--- config.mk ---
export PLATFORM = sky130hd
export DESIGN_NAME = mc_controller
export DESIGN_NICKNAME = d
export VERILOG_FILES = /design/src/rtl/mc_controller.sv
export SDC_FILE = /design/constraint.sdc
export NUM_CORES = 1
export LEC_CHECK = 0
export CORE_ASPECT_RATIO = 0.6
export CORE_MARGIN = 3
export CORE_UTILIZATION = 28
export CTS_BUF_LIST = sky130_fd_sc_hd__clkbuf_4 sky130_fd_sc_hd__clkbuf_8
export DETAILED_ROUTE_END_ITERATION = 7
export GPL_ROUTABILITY_DRIVEN = 0
export PLACE_DENSITY = 0.67
export SLEW_MARGIN = 20
export SYNTH_ARGS = -nofsm -noshare
export SYNTH_HDL_FRONTEND = slang
export SYNTH_SLANG_ARGS = --single-unit
--- constraint.sdc ---
create_clock -name clk -period 4.05 [get_ports clk]
set_input_delay 0.81 -clock clk [delete_from_list [all_inputs] [get_ports clk]]
set_output_delay 0.81 -clock clk [all_outputs]
set_load 0.005 [all_outputs]
--- src/rtl/mc_controller.sv ---
// mc_controller: multicycle sequencing controller for the ARM-subset datapath.
// Walks each instruction through fetch/decode/execute/memory/writeback,
// drives every datapath mux and write enable, and holds the NZCV flags.
// Optional feature macro: CTRL_MEM_WAIT_EN (FETCH, MEMREAD and MEMWRITE
// stretch until MemReady). Without it MemReady is ignored.
// Outputs are a combinational decode of the registered state so the FETCH
// controls are valid in the very first cycle after reset releases.
module mc_controller (
    input  logic        clk,
    input  logic        reset,
    input  logic [31:0] Instr,
    input  logic [3:0]  ALUFlags,
    input  logic        MemReady,
    output logic        PCWrite,
    output logic        IRWrite,
    output logic        RegWrite,
    output logic        MemWrite,
    output logic        AdrSrc,
    output logic        ALUSrcA,
    output logic [1:0]  ALUSrcB,
    output logic [1:0]  ResultSrc,
    output logic [1:0]  ImmSrc,
    output logic [1:0]  RegSrc,
    output logic [1:0]  ALUControl,
    output logic [3:0]  Flags,
    output logic [3:0]  State
);

    typedef enum logic [3:0] {
        S_FETCH    = 4'd0,
        S_DECODE   = 4'd1,
        S_MEMADR   = 4'd2,
        S_MEMREAD  = 4'd3,
        S_MEMWB    = 4'd4,
        S_MEMWRITE = 4'd5,
        S_EXECR    = 4'd6,
        S_EXECI    = 4'd7,
        S_ALUWB    = 4'd8,
        S_BRANCH   = 4'd9
    } state_t;

    state_t     r_state;
    logic [3:0] r_flags;   // {N, Z, C, V}

    logic [3:0] w_cond;
    logic [1:0] w_op;
    logic [5:0] w_funct;
    logic       w_rd_pc;
    logic       w_cond_ex;
    logic [1:0] w_alu_dp;
    logic       w_cmd_arith;
    logic       w_mem_ok;
    logic       w_unused;

    assign w_cond  = Instr[31:28];
    assign w_op    = Instr[27:26];
    assign w_funct = Instr[25:20];
    assign w_rd_pc = (Instr[15:12] == 4'hF);
    assign w_unused = ^{Instr[19:16], Instr[11:0], MemReady};

`ifdef CTRL_MEM_WAIT_EN
    assign w_mem_ok = MemReady;
`else
    assign w_mem_ok = 1'b1;
`endif

    // Condition evaluation against the registered flags
    always_comb begin
        w_cond_ex = 1'b0;
        case (w_cond)
            4'b0000: w_cond_ex = r_flags[2];
            4'b0001: w_cond_ex = ~r_flags[2];
            4'b0010: w_cond_ex = r_flags[1];
            4'b0011: w_cond_ex = ~r_flags[1];
            4'b0100: w_cond_ex = r_flags[3];
            4'b0101: w_cond_ex = ~r_flags[3];
            4'b0110: w_cond_ex = r_flags[0];
            4'b0111: w_cond_ex = ~r_flags[0];
            4'b1000: w_cond_ex = r_flags[1] & ~r_flags[2];
            4'b1001: w_cond_ex = ~r_flags[1] | r_flags[2];
            4'b1010: w_cond_ex = (r_flags[3] == r_flags[0]);
            4'b1011: w_cond_ex = (r_flags[3] != r_flags[0]);
            4'b1100: w_cond_ex = ~r_flags[2] & (r_flags[3] == r_flags[0]);
            4'b1101: w_cond_ex = r_flags[2] | (r_flags[3] != r_flags[0]);
            4'b1110: w_cond_ex = 1'b1;
            default: w_cond_ex = 1'b0;
        endcase
    end

    // Data-processing command decode; unknown commands fall back to ADD
    always_comb begin
        w_alu_dp = 2'b00;
        case (w_funct[4:1])
            4'b0100: w_alu_dp = 2'b00;
            4'b0010: w_alu_dp = 2'b01;
            4'b0000: w_alu_dp = 2'b10;
            4'b1100: w_alu_dp = 2'b11;
            default: w_alu_dp = 2'b00;
        endcase
    end

    // C and V only carry meaning for the arithmetic ops (decoded ADD/SUB)
    assign w_cmd_arith = ~w_alu_dp[1];

    // State register and flag register; flags update on the execute edge
    always_ff @(posedge clk or posedge reset) begin
        if (reset) begin
            r_state <= S_FETCH;
            r_flags <= 4'b0000;
        end else begin
            case (r_state)
                S_FETCH:    if (w_mem_ok) r_state <= S_DECODE;
                S_DECODE: begin
                    case (w_op)
                        2'b00:   r_state <= w_funct[5] ? S_EXECI : S_EXECR;
                        2'b01:   r_state <= S_MEMADR;
                        2'b10:   r_state <= S_BRANCH;
                        default: r_state <= S_FETCH;
                    endcase
                end
                S_MEMADR:   r_state <= w_funct[0] ? S_MEMREAD : S_MEMWRITE;
                S_MEMREAD:  if (w_mem_ok) r_state <= S_MEMWB;
                S_MEMWB:    r_state <= S_FETCH;
                S_MEMWRITE: if (w_mem_ok) r_state <= S_FETCH;
                S_EXECR, S_EXECI: begin
                    r_state <= S_ALUWB;
                    if (w_funct[0] & w_cond_ex) begin
                        r_flags[3:2] <= ALUFlags[3:2];
                        if (w_cmd_arith) r_flags[1:0] <= ALUFlags[1:0];
                    end
                end
                S_ALUWB:    r_state <= S_FETCH;
                S_BRANCH:   r_state <= S_FETCH;
                default:    r_state <= S_FETCH;
            endcase
        end
    end

    // Per-state datapath controls; write enables are blocked while in reset
    always_comb begin
        PCWrite    = 1'b0;
        IRWrite    = 1'b0;
        RegWrite   = 1'b0;
        MemWrite   = 1'b0;
        AdrSrc     = 1'b0;
        ALUSrcA    = 1'b0;
        ALUSrcB    = 2'b00;
        ResultSrc  = 2'b00;
        ALUControl = 2'b00;
        case (r_state)
            S_FETCH: begin
                IRWrite   = w_mem_ok;
                PCWrite   = w_mem_ok;
                ALUSrcA   = 1'b1;
                ALUSrcB   = 2'b10;
                ResultSrc = 2'b10;
            end
            S_DECODE: begin
                ALUSrcA   = 1'b1;
                ALUSrcB   = 2'b10;
                ResultSrc = 2'b10;
            end
            S_MEMADR:   ALUSrcB = 2'b01;
            S_MEMREAD:  AdrSrc = 1'b1;
            S_MEMWB: begin
                ResultSrc = 2'b01;
                RegWrite  = w_cond_ex & ~w_rd_pc;
                PCWrite   = w_cond_ex & w_rd_pc;
            end
            S_MEMWRITE: begin
                AdrSrc   = 1'b1;
                MemWrite = w_cond_ex;
            end
            S_EXECR:    ALUControl = w_alu_dp;
            S_EXECI: begin
                ALUSrcB    = 2'b01;
                ALUControl = w_alu_dp;
            end
            S_ALUWB: begin
                RegWrite = w_cond_ex & ~w_rd_pc;
                PCWrite  = w_cond_ex & w_rd_pc;
            end
            S_BRANCH: begin
                ALUSrcB   = 2'b01;
                ResultSrc = 2'b10;
                PCWrite   = w_cond_ex;
            end
            default: ;
        endcase
        if (reset) begin
            PCWrite  = 1'b0;
            IRWrite  = 1'b0;
            RegWrite = 1'b0;
            MemWrite = 1'b0;
        end
    end

    // Immediate/register-source selects follow the op class directly
    always_comb begin
        ImmSrc = 2'b00;
        RegSrc = 2'b00;
        case (w_op)
            2'b01: begin ImmSrc = 2'b01; RegSrc = 2'b10; end
            2'b10: begin ImmSrc = 2'b10; RegSrc = 2'b01; end
            default: ;
        endcase
    end

    assign Flags = r_flags;
    assign State = r_state;

endmodule

==> results of run 1 <==
==> layout make-up <==
cell class	count	area share
inverters	5	0.0131
flip-flops and latches	8	0.139
clock buffers	3	0.0287
repair buffers	50	0.343
well taps	42	0.0366
multi-input cells	93	0.440
==> registers in the layout, summed over array words and instances, names as in the netlist <==
name and cells:
Flags 4, State 4
==> cells in the mapped netlist (all sizes together), types with 2 or more instances <==
cell type | count | share of area
nor3 | 4 | 0.028
nand3b | 2 | 0.017
buf | 3 | 0.026
nand4 | 2 | 0.014
clkbuf | 2 | 0.0085
xnor2 | 2 | 0.020
nor2 | 15 | 0.064
o211ai | 4 | 0.057
nand3 | 6 | 0.034
or2 | 2 | 0.014
nand2 | 9 | 0.038
nor2b | 4 | 0.028
o21bai | 2 | 0.017
a21oi | 5 | 0.028
nand2b | 6 | 0.043
dfrtp | 8 | 0.23
nor4 | 2 | 0.021
mux2i | 3 | 0.034
o41ai | 2 | 0.020
nor3b | 3 | 0.031
o21ai | 7 | 0.040
inv | 5 | 0.021
o2111ai | 4 | 0.040
==> logic make-up after synthesis <==
family	share of synthesized area
AO/OA/AOI/OAI	0.298
multiplexers	0.0469
AND/OR/NAND/NOR	0.352
buffers and inverters	0.0554
flip-flops	0.227
XOR/XNOR	0.0199
==> placed cells by master (no fill, tap or decap), drive strengths merged <==
| master | Yosys | layout |
|---|---|---|
| o22a | 1 | 1 |
| o21bai | 2 | 2 |
| inv | 5 | 5 |
| clkdlybuf4s50 | 0 | 43 |
| nor4 | 2 | 2 |
| nor3b | 3 | 3 |
| a311oi | 1 | 1 |
| o41ai | 2 | 2 |
| o2111ai | 4 | 4 |
| o2111a | 1 | 1 |
| a21oi | 5 | 5 |
| xnor2 | 2 | 2 |
| a211oi | 1 | 1 |
| o21ai | 7 | 7 |
| dlymetal6s2s | 0 | 2 |
| or2 | 2 | 2 |
| nand2b | 6 | 6 |
| nor2 | 15 | 15 |
| nand3 | 6 | 6 |
| nand4 | 2 | 2 |
| dfrtp | 8 | 8 |
| a2111oi | 1 | 1 |
| o211ai | 4 | 4 |
| mux2i | 3 | 3 |
| clkbuf | 2 | 3 |
| nand2 | 9 | 9 |
| nand3b | 2 | 2 |
| nor3 | 4 | 4 |
| mux2 | 1 | 1 |
| nor2b | 4 | 4 |
| and2 | 1 | 1 |
| buf | 3 | 5 |
| and4b | 1 | 1 |
| o21a | 1 | 1 |
==> power by group through the flow <==
stage / clock [W] / sequential [W] / combinational [W]
3_3_place_gp: 0 / 0.000151 / 0.000340
4_1_cts: 0.0000975 / 0.000151 / 0.000345
2_1_floorplan: 0 / 0.000133 / 0.000167
6_report: 0.0000966 / 0.000152 / 0.000344
5_1_grt: 0.000102 / 0.000159 / 0.000371
3_5_place_dp: 0 / 0.000152 / 0.000344
==> routing by layer <==
layer,wire length (µm),vias to the layer above,track usage
met5,0,-,0
met4,18,0,0.0407
met2,1250,34,0.232
li1,-,510,-
met1,1330,494,0.197
met3,176,2,0.0424
==> worst register-to-register path: stages (launching register included) <==
cell and delay, ns:
dfrtp_1 0.44, xnor2_1 0.19, or2_1 0.26, a311oi_4 0.37, o2111a_4 0.30, buf_4 0.16, o211ai_2 0.09
==> path summary, 6_finish.rpt <==
kind                                 end  slack [ns]  depth (start not counted)
worst max-delay path            MemWrite        0.23                          7
worst min-delay path            Flags[2]        0.65                          2
worst max register to register  Flags[0]        2.11                          6
worst min register to register  Flags[2]        0.65                          2
max in group asynchronous       Flags[0]        2.88                          2
min in group asynchronous       Flags[3]        0.94                          2
==> stage by stage <==
step,hold slack [ns],instance area (µm²)
global placement,0.629,1390
detailed placement,0.632,1390
CTS,0.646,1430
global route,0.687,1440
floorplan,0.583,881
finish,0.650,1440
==> key figures, run 1 <==
Worst setup path
  • Crit-path most repeated cell: clkdlybuf4s50_1
  • Setup crit end kind: output pin
  • Critical Path Max Stage Delay: 0.55 ns
  • Slowest cell on crit path: clkdlybuf4s50_1
  • Worst r2r src: Flags[3]
  • Startpoint Class: input port
  • Worst setup path startpoint: Instr[28]
  • Family with the most delay on the worst path: buffers and inverters
  • Worst-path cell chain: clkdlybuf4s50_1 > nand3b_1 > a2111oi_2 > nor2_1 > o2111a_4 > nor4_2 > clkdlybuf4s50_1
  • CP arrival: 3.01 ns
  • Critical path class: input port to output pin
  • Worst path bufs/invs: 2
  • Worst EP required: between 3 and 4 ns
  • Crit-path max FO: 5

GRT
  • Initial antenna violation count: 0
  • GR Overflow Total: 0
  • Vias in the first global route: slightly below 1000
  • Largest net degree at the start of global routing: 18
  • First-pass GRT wire length: around 4600 µm
  • GRT Util Overall: 0.147

Placed design
  • Dpl cells: just under 200
  • Hpwl dp: 2330 µm
  • Port Buffers: 45
  • Pre-CTS setup slack: 0.0444 ns

Power
  • Seq pwr share: 0.257
  • Power share of the clock group: 0.163
  • Pwr Total: 0.000593 W
  • Peak supply drop: 0.000190 V
  • Combinational Power Share: 0.580
  • Pwr Density: 412 mW/mm²
  • Sw Ratio: 0.384
  • Cell-internal power: approximately 0.00036 W
  • Switch Pwr: 0.000228 W
  • Lkg Pwr: 0.539 nW

Timing
  • RSZ-0062 raised after global routing: false
  • Min Tclk post-route: roughly 3.8 ns
  • Rel. slew slack: 0.676
  • Hold Fails Final Rpt: 0
  • Final Cycle Share: 0.943
  • Slew Limit Fails: 0
  • Setup violators final: 0
  • Slew @ Worst Pin: roughly 0.49 ns
  • Setup ws final: 0.229 ns
  • Final setup TNS: 0 ns
  • Clk_skew: around 0.0032 ns
  • Fmax: 262 MHz

Yosys
  • Synth Register Bits: 8
  • Post-Syn Instances: between 100 and 150
  • Yosys warning total: 0
  • Seq/Total Area, Yosys: 0.227
  • EDFF count, synth: 0
  • Syn_nets: 150
  • Syn Std Cell Area: 881 µm²
  • Syn Area/Cell: 7.94 µm²
  • Async S/R FF share, synth: 1.00
  • Top FF cell, synth: dfrtp_1
  • Synth cell types: 37

Min path
  • Hold path startpoint: Flags[2]
  • Min-Delay Path Class: flop to flop

CTS
  • H-tree depth: 1
  • CTS tree: built
  • Clk sink count: 8
  • Worst-Skew Late Latency: ~0.23 ns
  • Post-CTS Hold Buffers: 0
  • Worst-path clk slew: roughly 0.04 ns
  • Max Buffers Root-to-Sink: 2
  • CTS Buf Count: 3
  • Postcts setup bufs: 0
  • # resized after CTS: 0
  • Root buf cell: clkbuf_8

Final layout
  • Antenna cells: 0
  • Number of filler instances in the final layout: roughly 290
  • Multi-input gate area: 632 µm²
  • Final core utilization: 0.491
  • Layout Nets: 200
  • Finished Layout Cells: 201
  • Share of cells above drive strength 1: 0.126
  • Area growth, synth to finish: 63.2%
  • Sequential cell area: about 200 µm²

Run status
  • Status: completed

Floorplanning
  • Die Area: 0.00388 mm²
  • Number of top-level pins: 63
  • Core footprint: 0.00293 mm²
  • Y dimension of the die: 49.4 µm
  • Die extent in x: approximately 78 µm
  • Row cnt: 15
  • Starting Density: 0.301

Drt
  • DR iter-0 viols: 61
  • Drt wl/cell: 13.8 µm
  • Via count: 1040
  • Drt total wl: ~2800 µm
  • TritonRoute pass-1 iters: 4
  • Avg Vias per Cell: 5.17
  • DRT antenna net count: 0
  • # DRC: 0

Flow run
  • Maximum Capacitance Violations: 0
Note: power is estimated with default switching activity, not from simulation.
==> inputs of run 2 (changes only) <==
Settings changed: CORE_UTILIZATION 28 to 38, HOLD_SLACK_MARGIN from default to 0.12, PLACE_DENSITY 0.67 to 0.87.
==> key figures, run 2 (same netlist as run 1, synthesis figures left out) <==
Power
  • Pwr Total: 0.000588 W
  • Cell-internal power: 0.000363 W
  • Lkg Pwr: 0.526 nW
  • Combinational Power Share: 0.579
  • Pwr Density: 414 mW/mm²
  • Switch Pwr: ~0.00023 W
  • Peak supply drop: around 0.00023 V
  • Power share of the clock group: 0.160
  • Seq pwr share: 0.261
  • Sw Ratio: 0.383

Floorplanning
  • Number of top-level pins: between 60 and 70
  • Core footprint: 0.00201 mm²
  • Die Area: 0.00295 mm²
  • Row cnt: 12
  • Die extent in x: 68.2 µm
  • Y dimension of the die: around 43 µm
  • Starting Density: 0.438

GRT
  • First-pass GRT wire length: 4600 µm
  • Vias in the first global route: 955
  • Initial antenna violation count: 0
  • GRT Util Overall: 0.206
  • GR Overflow Total: 0
  • Largest net degree at the start of global routing: 18

Timing
  • Setup ws final: 0.190 ns
  • Min Tclk post-route: 3.86 ns
  • Rel. slew slack: 0.662
  • Fmax: 259 MHz
  • Hold Fails Final Rpt: 0
  • Final Cycle Share: 0.953
  • Setup violators final: 0
  • Clk_skew: between 0.001 and 0.0015 ns
  • RSZ-0062 raised after global routing: false
  • Final setup TNS: 0 ns
  • Slew Limit Fails: 0
  • Slew @ Worst Pin: 0.507 ns

CTS
  • Postcts setup bufs: 0
  • Root buf cell: clkbuf_8
  • Worst-path clk slew: 0.04 ns
  • Worst-Skew Late Latency: 0.23 ns
  • # resized after CTS: 1
  • H-tree depth: 1
  • CTS tree: built
  • Max Buffers Root-to-Sink: 2
  • Post-CTS Hold Buffers: 0
  • Clk sink count: 8
  • CTS Buf Count: 3

Worst setup path
  • Crit-path most repeated cell: clkdlybuf4s50_1
  • Slowest cell on crit path: clkdlybuf4s50_1
  • Setup crit end kind: output pin
  • Worst-path cell chain: clkdlybuf4s50_1 > nand3b_1 > a2111oi_4 > nor2_1 > o2111a_4 > nor4_2 > clkdlybuf4s50_1
  • Worst path bufs/invs: 2
  • Family with the most delay on the worst path: buffers and inverters
  • Startpoint Class: input port
  • Critical Path Max Stage Delay: 0.54 ns
  • Crit-path max FO: 7
  • Worst EP required: roughly 3.2 ns
  • CP arrival: a little over 3 ns
  • Critical path class: input port to output pin

Final layout
  • Fin area: between 0.001 and 0.0015 mm²
  • Commonest non-fill, non-tap cells in the layout: clkdlybuf4s50_1, nor2_1, nand2_1
  • Number of filler instances in the final layout: 162
  • Most common cell after layout, fill and taps aside: clkdlybuf4s50_1
  • Antenna cells: 0
  • Final core utilization: 0.706
  • Share of cells above drive strength 1: 0.120
  • Layout Nets: 199
  • Area growth, synth to finish: 61.4%

Drt
  • Via count: approximately 1000
  • Drt wl/cell: 15.5 µm
  • Drt total wl: 2890 µm
  • DRT antenna net count: 0
  • DR iter-0 viols: 102
  • # DRC: 0
  • TritonRoute pass-1 iters: 7
  • Avg Vias per Cell: 5.61

Placed design
  • Pre-CTS setup slack: -0.0124 ns
  • Post-DP Area: 0.00137 mm²
  • Port Buffers: 45
  • Hpwl dp: 2340 µm

Run status
  • Status: completed

Min path
  • Min-Delay Path Class: flop to flop

Flow run
  • Maximum Capacitance Violations: 0
[run 2: changes by cell type in the layout (fill, tap and decap cells not counted), sizes merged]
cell / change
dlymetal6s2s: -1
buf: -1
dlygate4sd2: +1
[run 2: worst min-delay path: stages, from the launching register on]
cell,delay [ns]
dfrtp_1,0.41
o21ai_0,0.13
o211ai_2,0.07
[run 2: power by group through the flow]
stage / Clock, W / Combinational, W / Sequential (W)
2_1_floorplan: 0 / 0.000167 / 0.000133
3_3_place_gp: 0 / 0.000336 / 0.000150
3_5_place_dp: 0 / 0.000341 / 0.000151
4_1_cts: 0.0000973 / 0.000342 / 0.000151
5_1_grt: 0.000101 / 0.000370 / 0.000158
6_report: 0.0000940 / 0.000341 / 0.000154
[run 2: area by class of cell]
class | count | area, µm² | area share
repair buffers | 49 | 482 | 0.339
flip-flops and latches | 8 | 200 | 0.141
clock buffers | 3 | 41.3 | 0.0290
multi-input cells | 93 | 644 | 0.453
inverters | 5 | 18.8 | 0.0132
well taps | 28 | 35.0 | 0.0246
[run 2: routing by layer]
layer | track usage | share of wire
met5 | 0 | 0
met4 | 0.0474 | 0.0080
met3 | 0.0397 | 0.077
met2 | 0.299 | 0.45
met1 | 0.307 | 0.46
[run 2: path summary, 6_finish.rpt]
path / end / slack, ns / start / cells past startpoint
setup / recovery: MemWrite / 0.19 / Instr[28] / 7
hold / removal: Flags[0] / 0.65 / Flags[0] / 2
setup reg to reg: Flags[0] / 2.17 / Flags[3] / 5
hold reg to reg: Flags[0] / 0.65 / Flags[0] / 2
max in group asynchronous: State[3] / 2.88 / reset / 2
min in group asynchronous: Flags[3] / 0.93 / reset / 2
[run 2: per-stage QoR]
step	hold slack (ns)	std cells
4_1_cts	0.652	186
5_1_grt	0.686	186
3_5_place_dp	0.640	183
6_report	0.649	186
2_1_floorplan	0.583	111
3_3_place_gp	0.621	183
